## src/rtl/psum_accumulator.sv

```systemverilog
// -----------------------------------------------------------------------------
// psum_accumulator
//
// Sits below one systolic-array column and accumulates the partial sums that
// leave the bottom MAC PE. Each tile consists of num_pass K-tile passes of
// len partial sums each. Pass 0 overwrites the register buffer; later passes
// add into it. After the final pass the buffer is drained over a valid/ready
// stream, one entry per handshake, followed by a one-cycle done pulse.
//
// Optional feature macro: PSUM_RELU_EN
//   defined   -> drained values are clamped at zero (ReLU); buffer unaffected
//   undefined -> drained values pass through unmodified (signed)
//
// Ports
//   clk              clock
//   rst              synchronous, active-high reset
//   start_in         start a tile (sampled only in IDLE)
//   len_in           entries per pass, legal 1..DEPTH
//   num_pass_in      passes per tile, 0 treated as 1
//   MAC_valid_in     partial sum valid from the column's bottom PE
//   MAC_data_in      signed partial sum
//   ofmap_valid_out  drain data valid
//   ofmap_ready_in   downstream ready
//   ofmap_data_out   drained accumulated value (0 outside DRAIN)
//   busy_out         high whenever the block is not IDLE
//   done_out         one-cycle pulse after the last drain handshake
//   overrun_err_out  sticky: partial sum outside ACCUM, or illegal len_in
// -----------------------------------------------------------------------------
module psum_accumulator #(
    parameter int OFMAP_BITWIDTH = 32,
    parameter int ACC_BITWIDTH   = 32,
    parameter int DEPTH          = 16,
    parameter int PASS_BITWIDTH  = 8
) (
    input  logic                          clk,
    input  logic                          rst,
    input  logic                          start_in,
    input  logic [$clog2(DEPTH):0]        len_in,
    input  logic [PASS_BITWIDTH-1:0]      num_pass_in,
    input  logic                          MAC_valid_in,
    input  logic [OFMAP_BITWIDTH-1:0]     MAC_data_in,
    output logic                          ofmap_valid_out,
    input  logic                          ofmap_ready_in,
    output logic [ACC_BITWIDTH-1:0]       ofmap_data_out,
    output logic                          busy_out,
    output logic                          done_out,
    output logic                          overrun_err_out
);

    localparam int LEN_W = $clog2(DEPTH) + 1;
    localparam int IDX_W = (DEPTH > 1) ? $clog2(DEPTH) : 1;

    typedef enum logic [1:0] {
        IDLE  = 2'd0,
        ACCUM = 2'd1,
        DRAIN = 2'd2
    } state_t;

    state_t state_q, state_d;

    // Tile configuration, stored as "last index" values so the end-of-pass
    // and end-of-tile tests are plain equality compares.
    logic [IDX_W-1:0]          len_last_q;
    logic [PASS_BITWIDTH-1:0]  pass_last_q;

    logic [IDX_W-1:0]          wr_idx_q;
    logic [IDX_W-1:0]          rd_idx_q;
    logic [PASS_BITWIDTH-1:0]  pass_q;
    logic                      done_q;
    logic                      err_q;

    logic signed [ACC_BITWIDTH-1:0] acc_buf [DEPTH];

    logic                           start_ok;
    logic                           mac_accept;
    logic                           drain_hs;
    logic                           last_wr;
    logic                           last_pass;
    logic                           last_rd;
    logic signed [OFMAP_BITWIDTH-1:0] mac_s;
    logic signed [ACC_BITWIDTH-1:0] mac_ext;
    logic signed [ACC_BITWIDTH-1:0] rd_val;

    assign start_ok   = (len_in != '0) && (len_in <= LEN_W'(DEPTH));
    assign mac_accept = (state_q == ACCUM) && MAC_valid_in;
    assign drain_hs   = (state_q == DRAIN) && ofmap_ready_in;
    assign last_wr    = (wr_idx_q == len_last_q);
    assign last_pass  = (pass_q == pass_last_q);
    assign last_rd    = (rd_idx_q == len_last_q);

    // A size cast of a signed operand sign-extends to the accumulator width.
    assign mac_s   = MAC_data_in;
    assign mac_ext = ACC_BITWIDTH'(mac_s);

    // ------------------------------------------------------------------
    // FSM state register
    // ------------------------------------------------------------------
    // NOTE: sequential state is updated with non-blocking assignments so every
    // flop samples pre-edge values regardless of statement order.
    always_ff @(posedge clk) begin
        if (rst) begin
            state_q <= IDLE;
        end else begin
            state_q <= state_d;
        end
    end

    // ------------------------------------------------------------------
    // FSM next-state logic
    // ------------------------------------------------------------------
    // NOTE: state_d gets a default before the case so no path leaves it
    // unassigned, which would otherwise infer a latch.
    always_comb begin
        state_d = state_q;
        case (state_q)
            IDLE: begin
                if (start_in && start_ok) begin
                    state_d = ACCUM;
                end
            end
            ACCUM: begin
                if (mac_accept && last_wr && last_pass) begin
                    state_d = DRAIN;
                end
            end
            DRAIN: begin
                if (drain_hs && last_rd) begin
                    state_d = IDLE;
                end
            end
            default: state_d = IDLE;
        endcase
    end

    // ------------------------------------------------------------------
    // Datapath: counters, buffer, status flags
    // ------------------------------------------------------------------
    // NOTE: the buffer is explicitly cleared on reset because reset must
    // leave every entry at zero; this costs a reset on each storage flop.
    always_ff @(posedge clk) begin
        if (rst) begin
            len_last_q  <= '0;
            pass_last_q <= '0;
            wr_idx_q    <= '0;
            rd_idx_q    <= '0;
            pass_q      <= '0;
            done_q      <= 1'b0;
            err_q       <= 1'b0;
            for (int i = 0; i < DEPTH; i++) begin
                acc_buf[i] <= '0;
            end
        end else begin
            done_q <= 1'b0;

            if ((state_q == IDLE) && start_in) begin
                if (start_ok) begin
                    len_last_q  <= IDX_W'(len_in - LEN_W'(1));
                    pass_last_q <= (num_pass_in == '0) ? '0
                                                       : num_pass_in - PASS_BITWIDTH'(1);
                    wr_idx_q    <= '0;
                    pass_q      <= '0;
                    err_q       <= 1'b0;
                end else begin
                    err_q <= 1'b1;
                end
            end

            if (mac_accept) begin
                if (pass_q == '0) begin
                    acc_buf[wr_idx_q] <= mac_ext;
                end else begin
                    // Two's-complement wrap: the carry out is intentionally dropped.
                    acc_buf[wr_idx_q] <= acc_buf[wr_idx_q] + mac_ext;
                end
                if (last_wr) begin
                    wr_idx_q <= '0;
                    pass_q   <= pass_q + PASS_BITWIDTH'(1);
                    if (last_pass) begin
                        rd_idx_q <= '0;
                    end
                end else begin
                    wr_idx_q <= wr_idx_q + IDX_W'(1);
                end
            end

            // Placed after the start-clear so a stray partial sum in the same
            // cycle as an accepted start is still flagged.
            if (MAC_valid_in && (state_q != ACCUM)) begin
                err_q <= 1'b1;
            end

            if (drain_hs) begin
                if (last_rd) begin
                    rd_idx_q <= '0;
                    done_q   <= 1'b1;
                end else begin
                    rd_idx_q <= rd_idx_q + IDX_W'(1);
                end
            end
        end
    end

    // ------------------------------------------------------------------
    // Outputs
    // ------------------------------------------------------------------
    assign rd_val = acc_buf[rd_idx_q];

    always_comb begin
        ofmap_data_out = '0;
        if (state_q == DRAIN) begin
`ifdef PSUM_RELU_EN
            ofmap_data_out = rd_val[ACC_BITWIDTH-1] ? '0 : rd_val;
`else
            ofmap_data_out = rd_val;
`endif
        end
    end

    assign ofmap_valid_out = (state_q == DRAIN);
    assign busy_out        = (state_q != IDLE);
    assign done_out        = done_q;
    assign overrun_err_out = err_q;

endmodule

```

## config.mk

```make
export PLATFORM = sky130hd
export DESIGN_NAME = psum_accumulator
export DESIGN_NICKNAME = d
export VERILOG_FILES = /design/src/rtl/psum_accumulator.sv
export SDC_FILE = /design/constraint.sdc
export NUM_CORES = 1
export LEC_CHECK = 0
export CAP_MARGIN = 20
export CORE_MARGIN = 4
export CORE_UTILIZATION = 56
export DETAILED_ROUTE_END_ITERATION = 10
export GPL_ROUTABILITY_DRIVEN = 1
export HOLD_SLACK_MARGIN = 0.08
export PLACE_DENSITY = 0.73
export SYNTH_ARGS = -nofsm -noshare
export SYNTH_HDL_FRONTEND = slang
export SYNTH_SLANG_ARGS = --single-unit
export TNS_END_PERCENT = 20
```

## constraint.sdc

```tcl
create_clock -name clk -period 4.58 [get_ports clk]
set_input_delay 0.458 -clock clk [delete_from_list [all_inputs] [get_ports clk]]
set_output_delay 0.458 -clock clk [all_outputs]
set_load 0.05 [all_outputs]
```

======== Word level (Yosys, flattened, before mapping) ========
Memories as Yosys holds them, arrays and structs flattened. A register that Yosys moved wholly into a read port is not among the register bits.
Index checks and enable logic that the tools add are counted.
cells by class
  add/sub/neg operators ................... 6
  magnitude comparators ................... 1
  eq/ne operators ......................... 9
  multiplexer cells ....................... 41
  bitwise logic cells ..................... 2
  reductions and logical operators ........ 26
operator list
  kind                                                   count
  2-to-1 mux 32 bit                                      3
  2-to-1 mux 4 bit                                       14
  2-to-1 mux 8 bit                                       5
  adder 32 bit                                           1
  OR reduction 32 bit                                    1
  zero test 8 bit                                        2
  2-to-1 mux 1 bit                                       15
  nonzero test 2 bit                                     7
  logical AND 1 bit                                      9
  adder 4 x 1 -> 4 bit, second input constant            2
  adder 8 x 1 -> 8 bit, second input constant            1
  equality test 4 bit                                    2
  equality test 8 bit                                    1
  subtractor 8 x 1 -> 8 bit, second input constant       1
  2-to-1 mux 2 bit                                       3
  inequality test 2 x 1 -> 1 bit, second input constant  3
  one-hot mux 2 bit (3 select lines)                     1
  AND reduction 3 bit                                    2
  <= comparator 5 bit, second input constant             1
  nonzero test 5 bit                                     1
  AND reduction 2 bit                                    2
  subtractor 4 x 1 -> 4 bit, second input constant       1
  equality test 2 x 1 -> 1 bit, second input constant    1
  equality test 2 bit, second input constant             1
  5 further kinds                                        5
word-level totals
  flip-flop bits (word level) ............. 32
  RAM bits ................................ 512
  input port bits ......................... 50
  output and inout bits ................... 36
  logic and storage cells ................. 94
  memories kept ........................... 1
memories
  memory   words  width  read ports  clocked after Yosys merged registers in  wr ports  line  text
  acc_buf  16     32     2           2                                        16        72    logic signed [ACC_BITWIDTH-1:0] acc_buf [DEPTH];

======== Logic depth before layout (Yosys ltp) ========
Gate-level depths: netlist of the first run.
  depth in word-level cells ............... 8
  depth in mapped cells ................... 17
  gate-level depth less buffers ........... 13

======== Least setup slack after synthesis of the first run ========
OpenSTA, ideal clock, no wires.
  path kind ............................... reg-to-reg
  start point ............................. reg (tool-made name)
  end point ............................... mem acc_buf[5][27] (data pin)
  setup time .............................. 0.266 ns
  arrival ................................. 4.647 ns
  required time ........................... 4.314 ns
  slack ................................... -0.333 ns
  cell stages (with the launch flop) ...... 17
  path buffers ............................ 5
  period minus slack after synthesis ...... 4.913 ns
  path through ............................ dfxtp_1 > buf_6 > clkbuf_1 > buf_1 > mux4_2 > mux4_2 > ha_1 > clkbuf_1 > a21oi_1 > o21ai_0 > nor2_1 > and3_1 > o311ai_1 > xor2_1 > mux2i_1 > clkbuf_1 > nor2_1
RTL lines
  what           line
  end, declared  72

==> flow_summary.json, run 1 <==
{
  "crit_required_ns": 4.92,
  "mostFrequentLayoutCells": "nor2_1, edfxtp_1, mux4_2",
  "syn_area_um2": 29690,
  "wl_met2_um": 44360,
  "grt_pass1_wl_um": 135500,
  "antenna_found_initial": 0,
  "drc_errors": 0,
  "first_iter_violations": 2867,
  "rrSetupSlack_ns": 0.03,
  "placed_area_um2": 32040,
  "drv_cap": 0,
  "powerDensity_nw_per_um2": 353.4,
  "io_pins": 86,
  "viasPerCell": 6.965,
  "setup_viol": 0,
  "synth-seq-cells": 552,
  "tightest_slew_ns": 0.8905,
  "worst_setup_path_start_kind": "flop",
  "status": "finished clean",
  "dr.pass1.iters": 5,
  "fin_area_um2": 34380,
  "cts_hold_buf": 0,
  "critPathMaxStageDelay_ns": 0.53,
  "reg2reg_depth": 15,
  "grt-ovfl-total": 0,
  "final.period_utilization_pct": 99.29,
  "track_usage_pct": 32.65,
  "highest_layer": "met4",
  "cts_tree": "built",
  "grt_max_degree": 69,
  "max_freq_mhz": 219.9,
  "holdWs_ns": 0.4677,
  "synth.distinct_cells": 62,
  "clk-insertion-delay-late_ns": 0.63,
  "coreArea_um2": 52550,
  "dieArea_um2": 56770,
  "crit_family": "multiplexers",
  "ir_worst_vdd_uv": 253.1,
  "synthFlopType": "edfxtp_1",
  "cp-end-kind": "flop",
  "leakagePower_nw": 11.57,
  "wl_met3_um": 11920,
  "cts.clk_slew.worst_paths_ns": 0.06,
  "chipWidth_um": 238.3,
  "max_slew_margin_pct": 40.63,
  "finalMaxSlewViolations": 0,
  "avgSynthCellArea_um2": 13.95,
  "min_path_type": "in2reg",
  "gp_congestion": 0.9476,
  "cp.arrival_ns": 4.89,
  "timing.rr.end": "acc_buf[12][30]",
  "cp_max_fo": 12,
  "synth_warnings": 0,
  "setup_ws_ns": 0.03269,
  "crit_chain": "buf_4, clkbuf_16, mux4_2, mux4_2, ha_1, and4_1, and3_1, a32oi_1, nand3_1, o21ai_1, buf_4, o41ai_2, nor3_4, buf_6, nor2_1",
  "drt-total-wl_um": 93000,
  "min_to": "len_last_q[0]",
  "area_growth_pct": 15.79,
  "root_buffer": "clkbuf_16",
  "clock-skew-final_ns": 0.02297,
  "fillers": 3737,
  "finalHoldViolCount": 0,
  "cts-buffers-inserted": 58,
  "die_h_um": 238.3,
  "synth_edf_count": 512,
  "postSynthCellCount": 2128,
  "ant_nets": 0,
  "fin_nets": 2324,
  "layout_commonest_cell": "nor2_1",
  "seq_area_frac_synth_pct": 54.48,
  "initial_core_util_pct": 56.50,
  "rows": 84,
  "drive_gt1_share_pct": 27.35,
  "path_class": "reg2reg",
  "wl_met1_um": 31300,
  "post-place-ws_ns": -0.06043,
  "vias": 20660,
  "cts_sinks": 552,
  "dp_hpwl_um": 54020,
  "cts_buffer_depth": 3,
  "h-tree-depth": 2,
  "io_buffers": 85,
  "rsz0062_at_grt": "true",
  "grt_pass1_vias": 21120,
  "synth-async-reset-ratio_pct": 0,
  "hold_depth": 2,
  "holdCritStartpoint": "len_in[0]",
  "slowest_stage": "mux4_2",
  "critPathBufInv": 4,
  "wl_per_cell_um": 31.34,
  "synthesis.nets": 2219,
  "period_minus_slack_ns": 4.547
}
-- cell type report --
type	count	area, µm²	share of cell area [%]
inverters	24	90.09	0.2620
clock inverters	38	491.7	1.430
repair buffers	222	2265	6.587
multi-input cells	1375	12890	37.51
clock buffers	67	1579	4.593
diodes	1	2.502	0.007279
flip-flops and latches	552	16200	47.11
well taps	688	860.8	2.504
-- flip-flops by register name, summed over array words and instances (netlist names), named ones only --
| signal | count |
|---|---|
| len_last_q | 4 |
| pass_last_q | 8 |
| pass_q | 8 |
| rd_idx_q | 4 |
| overrun_err_out | 1 |
| wr_idx_q | 4 |
| acc_buf | 512 |
| state_q | 2 |
| done_out | 1 |
-- layer usage --
layer	up-vias	track usage, %
met2	1552	52.93
met3	330	6.808
met5	-	0
met4	0	14.46
li1	8372	-
met1	10410	43.40
-- kinds of logic (layout without fill, tap and decap cells) --
group / count (synthesis) / after routing / synth area share, %
buf+inv: 201 / 351 / 2.727
mux: 335 / 335 / 24.74
simple gates: 780 / 780 / 11.24
fa+ha+maj: 41 / 41 / 1.753
other cells: 0 / 1 / 0
xor+xnor: 46 / 46 / 1.382
compound gates: 173 / 173 / 3.683
flops: 552 / 552 / 54.48
-- worst max path at each step --
stage,cells after the start,start,slack [ns],endpoint
after detailed placement,14,flop,-0.06,acc_buf[1][27]
after global routing,16,flop,-0.04,acc_buf[7][30]
after global placement,14,flop,0.02,acc_buf[3][27]
after CTS,15,flop,0.01,acc_buf[13][30]
final,15,flop,0.03,acc_buf[12][30]
after floorplan,16,flop,0.07,acc_buf[5][27]
-- report_power, final --
group | internal (W) | leakage, nW | switching [W] | total [W]
logic | 0.000520 | 5.04 | 0.000688 | 0.00121
clock network | 0.00312 | 1.01 | 0.00203 | 0.00515
registers | 0.00569 | 5.51 | 0.000105 | 0.00579
total | 0.00933 | 11.6 | 0.00282 | 0.0122
-- cell usage after synthesis (all sizes together), types with 2 or more instances --
| cell type | count | share of area [%] |
|---|---|---|
| a211oi | 12 | 0.30 |
| a21o | 10 | 0.25 |
| a21oi | 64 | 1.1 |
| a22oi | 8 | 0.20 |
| a31oi | 10 | 0.23 |
| a41oi | 3 | 0.089 |
| and2 | 37 | 0.78 |
| and3 | 15 | 0.32 |
| and4 | 4 | 0.12 |
| buf | 49 | 0.80 |
| clkbuf | 128 | 1.6 |
| dfxtp | 40 | 2.7 |
| edfxtp | 512 | 52 |
| ha | 40 | 1.7 |
| inv | 24 | 0.30 |
| mux2i | 16 | 0.54 |
| mux4 | 319 | 24 |
| nand2 | 59 | 0.75 |
| nand2b | 21 | 0.44 |
| nand3 | 16 | 0.27 |
| nand4 | 13 | 0.27 |
| nand4b | 5 | 0.15 |
| nor2 | 574 | 7.3 |
| nor2b | 4 | 0.084 |
| nor3 | 12 | 0.24 |
| nor3b | 4 | 0.12 |
| nor4 | 2 | 0.042 |
| o211ai | 5 | 0.13 |
| o21a | 6 | 0.15 |
| o21ai | 30 | 0.51 |
| o21bai | 6 | 0.15 |
| o311ai | 2 | 0.059 |
| o31ai | 5 | 0.14 |
| o41ai | 2 | 0.084 |
| or3 | 9 | 0.19 |
| or4 | 2 | 0.051 |
| xnor2 | 33 | 0.97 |
| xor2 | 13 | 0.41 |
-- worst register-to-register path, stage by stage (launching register included) --
cell and delay (ns):
dfxtp_4 0.46, buf_4 0.19, clkbuf_16 0.20, mux4_2 0.54, mux4_2 0.53, ha_1 0.38
and4_1 0.28, and3_1 0.20, a32oi_1 0.37, nand3_1 0.14, o21ai_1 0.16, buf_4 0.18
o41ai_2 0.10, nor3_4 0.28, buf_6 0.19, nor2_1 0.06
-- metrics by stage --
| step | utilization, % | setup TNS, ns | instances | power [W] |
|---|---|---|---|---|
| 3_3_place_gp | 60.95 | 0 | 2848 | 0.007001 |
| 6_report | 65.42 | 0 | 2967 | 0.01215 |
| 4_1_cts | 64.92 | 0 | 2954 | 0.01212 |
| 3_5_place_dp | 60.97 | -0.9202 | 2849 | 0.007045 |
| 5_1_grt | 65.42 | -0.4461 | 2966 | 0.01246 |
| 2_1_floorplan | - | 0 | 2128 | 0.006586 |
-- what timing repair did --
item / 4_1_cts / 5_1_grt
pin swaps: 2 / 5
resized for setup: 3 / 28
setup endpoints to repair: 34 / 181
gates cloned: 0 / 3
buffers inserted: 0 / 8
(Power assumes the default switching activity.)
==> run 2, diff against run 1 <==
- CORE_UTILIZATION: 56 -> 30
- PLACE_DENSITY: 0.73 -> 0.43
==> flow_summary.json, run 2 (same netlist as run 1, synthesis figures left out) <==
{
  "tightest_slew_ns": 0.8793,
  "fin_nets": 2353,
  "track_usage_pct": 20.57,
  "reg_top3": "acc_buf: 512 flops, pass_last_q: 8 flops, pass_q: 8 flops",
  "grt-ovfl-total": 0,
  "fin_tns_setup_ns": 0,
  "clk-insertion-delay-late_ns": 0.60,
  "drt-total-wl_um": 107100,
  "reg2reg_depth": 14,
  "max_freq_mhz": 227.1,
  "die_h_um": 322.6,
  "cp-end-kind": "flop",
  "io_pins": 86,
  "comb_power_share_pct": 10.3,
  "layout_commonest_cell": "nor2_1",
  "rrSetupSlack_ns": 0.18,
  "holdCritStartpoint": "len_in[0]",
  "grt_pass1_wl_um": 151500,
  "post-place-ws_ns": 0.08606,
  "fin_cells": 3599,
  "antenna_found_initial": 5,
  "cp.arrival_ns": 4.71,
  "path_class": "reg2reg",
  "min_to": "len_last_q[0]",
  "p_sw_share_pct": 24.00,
  "clock-skew-final_ns": 0.03224,
  "setup_viol": 0,
  "period_minus_slack_ns": 4.403,
  "finalMaxSlewViolations": 0,
  "worst_setup_path_start_kind": "flop",
  "max_slew_margin_pct": 41.38,
  "drive_gt1_share_pct": 27.79,
  "viasPerCell": 5.543,
  "h-tree-depth": 3,
  "dieArea_um2": 104100,
  "gp_congestion": 0.8868,
  "root_buffer": "clkbuf_16",
  "hold_depth": 2,
  "cts_tree": "built",
  "first_iter_violations": 2196,
  "cts-buffers-inserted": 67,
  "mostFrequentLayoutCells": "nor2_1, edfxtp_1, mux4_2",
  "wl_per_cell_um": 29.77,
  "powerDensity_nw_per_um2": 345.4,
  "setup_ws_ns": 0.1769,
  "coreArea_um2": 98280,
  "cts_buffer_depth": 3,
  "ir_worst_vdd_uv": 201.1,
  "status": "finished clean",
  "drv_cap": 0,
  "timing.rr.end": "acc_buf[11][28]",
  "vias": 19950,
  "drc_errors": 0,
  "largest_reg_flops": 512,
  "seqPwrFrac_pct": 47.3,
  "leakagePower_nw": 11.73,
  "rows": 115,
  "p_total_w": 0.01222,
  "clockPowerShare_pct": 42.4,
  "io_buffers": 85,
  "grt_max_degree": 57,
  "fin_util_pct": 36.00,
  "grt_pass1_vias": 20880,
  "cts_sinks": 552,
  "dr.pass1.iters": 7,
  "initial_core_util_pct": 30.21,
  "cts.clk_slew.worst_paths_ns": 0.06,
  "final.period_utilization_pct": 96.14,
  "min_path_type": "in2reg",
  "finalHoldViolCount": 0,
  "regMostFlops": "acc_buf",
  "cts_hold_buf": 0,
  "p_sw_w": 0.002933,
  "chipWidth_um": 322.6,
  "ant_nets": 0,
  "area_growth_pct": 19.16,
  "cell_internal_pwr_w": 0.009285,
  "cp_max_fo": 17,
  "dp_hpwl_um": 64850,
  "crit_required_ns": 4.88,
  "dp_cells": 3477
}
run 2: cell count changes in the layout (fill, tap and decap cells not counted), sizes merged:
cell      before  now
diode          1    2
bufinv        12    2
buf          135  157
clkbuf        69   94
clkinvlp       3    1
clkinv        22   19
run 2: final cells by class:
type | count | area [µm²]
flip-flops and latches | 552 | 16200
clock buffers | 94 | 1936
clock inverters | 23 | 171.4
inverters | 24 | 90.09
multi-input cells | 1375 | 12860
repair buffers | 242 | 2504
diodes | 2 | 5.005
fillers | 9388 | 62900
well taps | 1287 | 1610
run 2: power groups by stage:
stage	registers [W]	logic, W	clock network, W
after CTS	0.00578	0.00125	0.00530
after global placement	0.00588	0.00125	0
after floorplan	0.00586	0.000728	0
final	0.00578	0.00126	0.00518
after detailed placement	0.00589	0.00125	0
after global routing	0.00580	0.00135	0.00551
run 2: what timing repair did:
item / CTS / global route
setup buffers: 0 / 2
gates resized for setup: 0 / 20
endpoints found under the setup margin: 0 / 184
run 2: worst max-delay path by stage:
stage | to | slack, ns | cells after the start
2_1_floorplan | acc_buf[5][27] | 0.07 | 16
3_3_place_gp | acc_buf[8][20] | 0.10 | 14
3_5_place_dp | acc_buf[9][28] | 0.09 | 14
4_1_cts | acc_buf[0][22] | 0.09 | 15
5_1_grt | acc_buf[13][25] | -0.02 | 17
6_report | acc_buf[11][28] | 0.18 | 14
run 2: worst max-delay path, cell delays in order (launching register included):
cell,delay [ns]
dfxtp_4,0.40
buf_12,0.17
buf_12,0.19
buf_12,0.22
mux4_2,0.53
mux4_2,0.52
ha_1,0.34
a21o_1,0.21
a211oi_1,0.24
o31ai_1,0.16
a31o_2,0.28
or3_1,0.37
a31oi_2,0.24
buf_12,0.17
nor2_1,0.05
run 2: metal layers:
| layer | global-route usage (%) | vias to the layer above | wire length (µm) |
|---|---|---|---|
| met5 | 0 | - | 0 |
| met4 | 5.487 | 0 | 2517 |
| met3 | 4.323 | 154 | 8345 |
| met2 | 34.22 | 870 | 52000 |
| met1 | 27.49 | 10490 | 44260 |
| li1 | - | 8436 | - |
run 2: stage by stage:
step	hold slack (ns)	cell area (µm²)
final	0.4981	35380
after global routing	0.4990	35370
after CTS	0.4542	35280
after detailed placement	0.5076	33170
after global placement	0.4841	33170
after floorplan	0.4659	29710
